--- src/rtl/register_block_pkg.sv ---
// -----------------------------------------------------------------------------
// register_block_pkg
//   Shared constants for the processor's general-purpose register file.
//   DATA_W   : width of each register and of the read/write data ports
//   ADDR_W   : width of the register index ports
//   NUM_REGS : number of architectural registers (2**ADDR_W)
//   REG_ZERO : index of the hardwired-zero register
// -----------------------------------------------------------------------------
package register_block_pkg;

    localparam int unsigned DATA_W   = 32;
    localparam int unsigned ADDR_W   = 5;
    localparam int unsigned NUM_REGS = 1 << ADDR_W;

    localparam logic [ADDR_W-1:0] REG_ZERO = '0;

endpackage : register_block_pkg

--- src/rtl/register_block.sv ---
// -----------------------------------------------------------------------------
// register_block
//   32 x 32-bit general-purpose register file for the decode/writeback stages.
//   Two combinational read ports, one synchronous write port, register 0
//   hardwired to zero. No read-during-write bypass: a read of the register
//   being written returns the old value until the clock edge. Forwarding is
//   left to the pipeline.
//
// Ports
//   Read_d1  out DATA_W  contents of register Read_r1 (combinational)
//   Read_d2  out DATA_W  contents of register Read_r2 (combinational)
//   Data     in  DATA_W  write data
//   Read_r1  in  ADDR_W  read index, port 1
//   Read_r2  in  ADDR_W  read index, port 2
//   Write_r  in  ADDR_W  write index
//   RegWrite in  1       write enable, active high
//   clk      in  1       clock; writes take effect on the rising edge
//   rst_n    in  1       asynchronous active-low reset; clears every register
//
// The storage array is named reg_s so that benches can preload or dump it
// hierarchically.
// -----------------------------------------------------------------------------
module register_block
    import register_block_pkg::*;
#(
    parameter int unsigned P_DATA_W   = DATA_W,
    parameter int unsigned P_ADDR_W   = ADDR_W,
    parameter int unsigned P_NUM_REGS = NUM_REGS
) (
    output logic [P_DATA_W-1:0] Read_d1,
    output logic [P_DATA_W-1:0] Read_d2,
    input  logic [P_DATA_W-1:0] Data,
    input  logic [P_ADDR_W-1:0] Read_r1,
    input  logic [P_ADDR_W-1:0] Read_r2,
    input  logic [P_ADDR_W-1:0] Write_r,
    input  logic                RegWrite,
    input  logic                clk,
    input  logic                rst_n
);

    localparam logic [P_ADDR_W-1:0] ZERO_IDX = P_ADDR_W'(REG_ZERO);

    logic [P_DATA_W-1:0] reg_s [0:P_NUM_REGS-1];

    logic write_en;

    // A write to the zero register is dropped here, so reg_s[0] never leaves
    // its reset value.
    assign write_en = RegWrite && (Write_r != ZERO_IDX);

    // NOTE: the whole array is cleared by the asynchronous reset because the
    // architecture requires every register to read zero out of reset; this
    // forces flops rather than a RAM macro, which is acceptable at 32 entries.
    always_ff @(posedge clk or negedge rst_n) begin
        if (!rst_n) begin
            for (int i = 0; i < int'(P_NUM_REGS); i++) begin
                reg_s[i] <= '0;
            end
        end else if (write_en) begin
            reg_s[Write_r] <= Data;
        end
    end

    // Read muxes mask index 0 explicitly, so the zero register reads zero
    // even if the storage entry were ever disturbed (e.g. by a hierarchical
    // preload from a bench).
    assign Read_d1 = (Read_r1 == ZERO_IDX) ? '0 : reg_s[Read_r1];
    assign Read_d2 = (Read_r2 == ZERO_IDX) ? '0 : reg_s[Read_r2];

endmodule : register_block

--- config.mk ---
export PLATFORM = sky130hd
export DESIGN_NAME = register_block
export DESIGN_NICKNAME = d
export VERILOG_FILES = /design/src/rtl/register_block_pkg.sv /design/src/rtl/register_block.sv
export SDC_FILE = /design/constraint.sdc
export NUM_CORES = 2
export LEC_CHECK = 0
export BUFFER_PORTS_ARGS = -buffer_cell sky130_fd_sc_hd__buf_2
export CAP_MARGIN = 15
export CORE_AREA = 5 5 412 414
export DETAILED_ROUTE_END_ITERATION = 8
export DIE_AREA = 0 0 417 419
export PLACE_DENSITY = 0.58
export SLEW_MARGIN = 20
export SYNTH_ARGS = -nofsm -noshare
export SYNTH_HDL_FRONTEND = slang
export SYNTH_SLANG_ARGS = --single-unit
export TNS_END_PERCENT = 5
--- constraint.sdc ---
create_clock -name clk -period 1.6 [get_ports clk]
set_input_delay 0.16 -clock clk [delete_from_list [all_inputs] [get_ports clk]]
set_output_delay 0.16 -clock clk [all_outputs]
set_load 0.02 [all_outputs]
Word-level counts from Yosys, hierarchy flattened
Index checks and enable logic that the tools add are counted.
W data, S select, Z words.
{"block": "word_totals", "register_bits": 1024, "in_bits": 50, "out_inout_bits": 64, "word_cells": 55}
{"block": "op_classes", "order_cmp": 4, "mux": 11, "bitwise": 3, "reduce_logical": 5}
{"operator": "$bwmux W1024", "count": 1}
{"operator": "$bmux W32 S5", "count": 2}
{"operator": "$mux W32", "count": 7}
{"operator": "$demux W32 S5", "count": 1}
{"operator": "$ge A6 B6 Y1 const B", "count": 3}
{"operator": "$not A5 Y6", "count": 3}
{"operator": "$logic_not A5 Y1", "count": 2}
{"operator": "$lt A6 B1 Y1 const B", "count": 1}
{"operator": "$reduce_bool A5 Y1", "count": 1}
{"operator": "$logic_and A1 B1 Y1", "count": 2}

Longest topological paths before layout
{"block": "depth", "ltp_word": 6, "ltp_mapped": 7, "ltp_nobuf": 4}

Worst setup path before layout
No wires, ideal clock.
{"block": "synth_timing", "path_kind": "input port to output port", "from": "input Read_r1[0]", "to": "output Read_d1[14]", "arrival_ns": 1.829, "t_required_ns": 1.440, "setup_slack_ns": -0.389, "path_stages": 7, "n_path_buf": 4, "path_cell_list": "buf_2 > inv_1 > buf_2 > buf_2 > clkbuf_1 > o2111ai_1 > a311oi_1"}
{"block": "synth_via", "elab_chain_len": 5, "elab_cells_between_ends": 6, "classes_between": "4 x mux; 1 x bitwise; 1 x reduce/logical"}
{"item": "start, declared", "line": "register_block.sv:33", "rtl": "input logic [P_ADDR_W-1:0] Read_r1,"}
{"item": "$not A5 Y6 (not written as such)", "line": "register_block.sv:67", "rtl": "assign Read_d1 = (Read_r1 == ZERO_IDX) ? '0 : reg_s[Read_r1];"}
{"item": "$bmux W32 S5", "line": "register_block.sv:67"}
{"item": "$mux W32 (not written as such) (2 in series)", "line": "register_block.sv:67"}
{"item": "$mux W32 *", "line": "register_block.sv:67"}
{"item": "end, declared", "line": "register_block.sv:30", "rtl": "output logic [P_DATA_W-1:0] Read_d1,"}
Mark *: on every way between the ends. The rest lies on a longest branch, timed or not. The select of a mux whose other input is x is not followed.

Final worst setup path
{"block": "layout_timing", "from": "register reg_s[915] (netlist name)", "to": "output Read_d2[19]"}
{"block": "layout_via", "elab_chain_len": 4}
{"item": "start, declared", "line": "register_block.sv:43", "rtl": "logic [P_DATA_W-1:0] reg_s [0:P_NUM_REGS-1];"}
{"item": "start signal, assigned by index", "line": "register_block.sv:60", "rtl": "reg_s[Write_r] <= Data;"}
{"item": "$bmux W32 S5", "line": "register_block.sv:68", "rtl": "assign Read_d2 = (Read_r2 == ZERO_IDX) ? '0 : reg_s[Read_r2];"}
{"item": "$mux W32 (not written as such) (2 in series)", "line": "register_block.sv:68"}
{"item": "$mux W32", "line": "register_block.sv:68"}
{"item": "end, declared", "line": "register_block.sv:31", "rtl": "output logic [P_DATA_W-1:0] Read_d2,"}
No other way between the ends. The select of a mux whose other input is x is not followed.

==> flow_metrics.py <==
metrics = {
    "finish": {
        "area_delta_synth_final_pct": 27.6,
        "largest_reg_flops": 1024,
        "layout_common_cells": "mux2_2, dfrtp_1, buf_4",
        "top_register": "reg_s",
        "nFillCells": 15100,
        "final_core_util_pct": 41.8,
        "largestRegisters": "reg_s (1024)",
        "final_common_cell": "mux2_2",
        "stdcell_area_um2": 69400,
        "final_nets": 4198,
        "drive_above_1_share_pct": 65.8,
    },
    "drt": {
        "via_per_inst": 5.76,
        "drcViolationCount": 0,
        "firstDrtPassIters": 5,
        "drtIter0Drc": 2902,
        "wirelength_um": 197000,
        "wl_per_cell_um": 30.6,
        "ant_nets": 0,
        "via_count": 37100,
    },
    "synth": {
        "netlist_area_um2": 54400,
        "ys_warn_count": 0,
        "synth-seq-cells": 1024,
        "synth_area_leader_cell": "dfrtp_1",
        "synth_edf_count": 0,
        "avgSynthCellArea_um2": 15.0,
        "syn-num-nets": 3671,
        "ys_seq_area_share_pct": 47.1,
        "syn_inst": 3621,
        "synth_flop_cell": "dfrtp_1",
        "yosysUniqueCellTypes": 35,
        "synthTopCellsByArea": "dfrtp_1, mux2_2, mux4_2, mux2i_1, buf_2",
        "async_flop_share_pct": 100,
        "synth_top_area_share_pct": 47.1,
    },
    "clock_network": {
        "clk_pin_slew_ps": 60,
        "cts_sinks": 1024,
        "cts_tree": "yes",
        "cts-htree-levels": 3,
        "cts_max_path_buffers": 3,
        "cts_made_buffers": 107,
        "clock_latency_ps": 730,
        "cts_root_buffer": "clkbuf_16",
    },
    "timing": {
        "hold_violations": 0,
        "setup_viol": 64,
        "finalCritPeriodShare_pct": 169,
        "fin_skew_ps": 0,
        "slew-limit-headroom_pct": 40.3,
        "finalCriticalPeriod_ps": 2710,
        "slew_viol_final": 0,
        "fin_ws_ps": -1110,
        "rsz0062_at_grt": "true",
        "timing.hold.ws_ps": 51.3,
        "fmax_mhz": 370,
        "tightest_slew_ps": 893,
    },
    "power": {
        "p_sw_mw": 22.7,
        "pwr_density_cell_nw_per_um2": 1160,
        "power.internal_mw": 58.0,
        "p_seq_share_pct": 42.7,
        "switching_share_pct": 28.1,
        "combPwrFrac_pct": 23.9,
        "p_clk_share_pct": 33.5,
        "p_leak_nw": 30.0,
        "ir_drop_v": 0.000826,
    },
    "grt": {
        "antenna_found_initial": 16,
        "grtUsageTotal_pct": 22.4,
        "grt_pass1_wl_um": 287000,
        "grt_pass1_vias": 38900,
        "grt_start_max_net_pins": 83,
        "grt-ovfl-total": 0,
    },
    "floorplanning": {
        "start_util_pct": 32.8,
        "io-pin-count": 114,
        "die_w_um": 417,
        "num_rows": 150,
        "die_y_um": 419,
        "core_um2": 166000,
        "dieArea_um2": 175000,
    },
    "placed_design": {
        "finalWeightedCongestion": 0.867,
        "numPortBuffers": 113,
        "dp_hpwl_um": 137000,
        "dpl_cell_area_um2": 64400,
    },
    "worst_setup_path": {
        "crit_type": "reg2out",
        "critPathMaxFanout": 2,
        "start_kind": "register",
        "endpoint_kind": "output pin",
        "cp.arrival_ps": 2550,
        "crit_required_ps": 1440,
    },
    "status": {
        "status": "finished, violations left",
        "violations": "negative setup slack",
    },
    "min_path": {
        "hp-class": "in2reg",
    },
    "flow_run": {
        "drv_cap": 0,
    },
}
## power by group through the flow
stage,Combinational (mW),Sequential (mW),Clock (mW)
finish,19.3,34.4,27.0
global route,20.5,34.9,28.5
CTS,19.2,34.2,27.5
detailed placement,18.4,34.7,0
global placement,18.1,34.4,0
floorplan,12.2,33.5,0
## cell families after synthesis
family          synth area share [%]
flops                           47.1
buf+inv                         3.63
compound gates                  4.84
mux                             42.8
simple gates                    1.61
## per-layer routing
metal	track usage (%)	up-vias	wire, µm
met5	0	-	34
met4	10.2	6	10100
met3	3.98	426	11900
met2	37.3	1294	95900
met1	28.6	20200	79500
li1	-	15200	-
## critical path, stage by stage (launching register included)
cell and delay [ps]:
dfrtp_1 390, mux4_2 490, nor2b_4 140, a211oi_2 210, buf_4 150, a311oi_2 50, buf_4 240, buf_6 140
## path summary, 6_finish.rpt
kind	start	endpoint	slack, ps	cells past startpoint
min in group asynchronous	rst_n	reg_s[593]	110	3
max in group asynchronous	rst_n	reg_s[857]	180	3
worst max register to register	reg_s[549]	reg_s[549]	680	2
worst max-delay path	reg_s[915]	Read_d2[19]	-1110	7
worst min-delay path	Data[10]	reg_s[970]	50	2
worst min register to register	reg_s[1007]	reg_s[1007]	390	0
## timing repair
| item | in CTS | in global routing |
|---|---|---|
| pin swaps | 52 | 13 |
| setup endpoints to repair | 64 | 64 |
| hold buffers | 4 | 0 |
| setup buffers | 1 | 2 |
| hold endpoints to repair | 1070 | 0 |
| resized for setup | 254 | 52 |
## cell type report
class | count | area [µm²] | area share [%]
multi-input combinational | 2163 | 28500 | 41.0
timing repair buffer | 850 | 8730 | 12.6
sequential | 1024 | 25600 | 36.9
antenna | 6 | 15.0 | 0.0216
inverter | 2 | 12.5 | 0.0180
clock inverter | 53 | 717 | 1.03
tap | 2204 | 2760 | 3.97
clock buffer | 150 | 3070 | 4.42
## stage by stage
step | setup TNS, ps | worst slack (ps) | power (mW) | instances
floorplan | -4820 | -78.5 | 45.7 | 3621
global placement | -172010 | -1050 | 52.5 | 6237
detailed placement | -178500 | -1000 | 53.1 | 6237
CTS | -65060 | -1160 | 80.9 | 6444
global route | -65210 | -1140 | 83.9 | 6449
finish | -61650 | -1110 | 80.7 | 6452
## cells in the mapped netlist (46+ instances only)
cell,instances
a221oi_1,46
a211oi_1,64
o21ai_0,101
dfrtp_1,1024
mux2i_1,128
mux2_2,1046
clkbuf_1,223
nand2_1,49
a22oi_1,64
mux4_2,448
buf_2,170
a311oi_1,64
nor2b_1,71
Power figures use the tool's default switching activity.
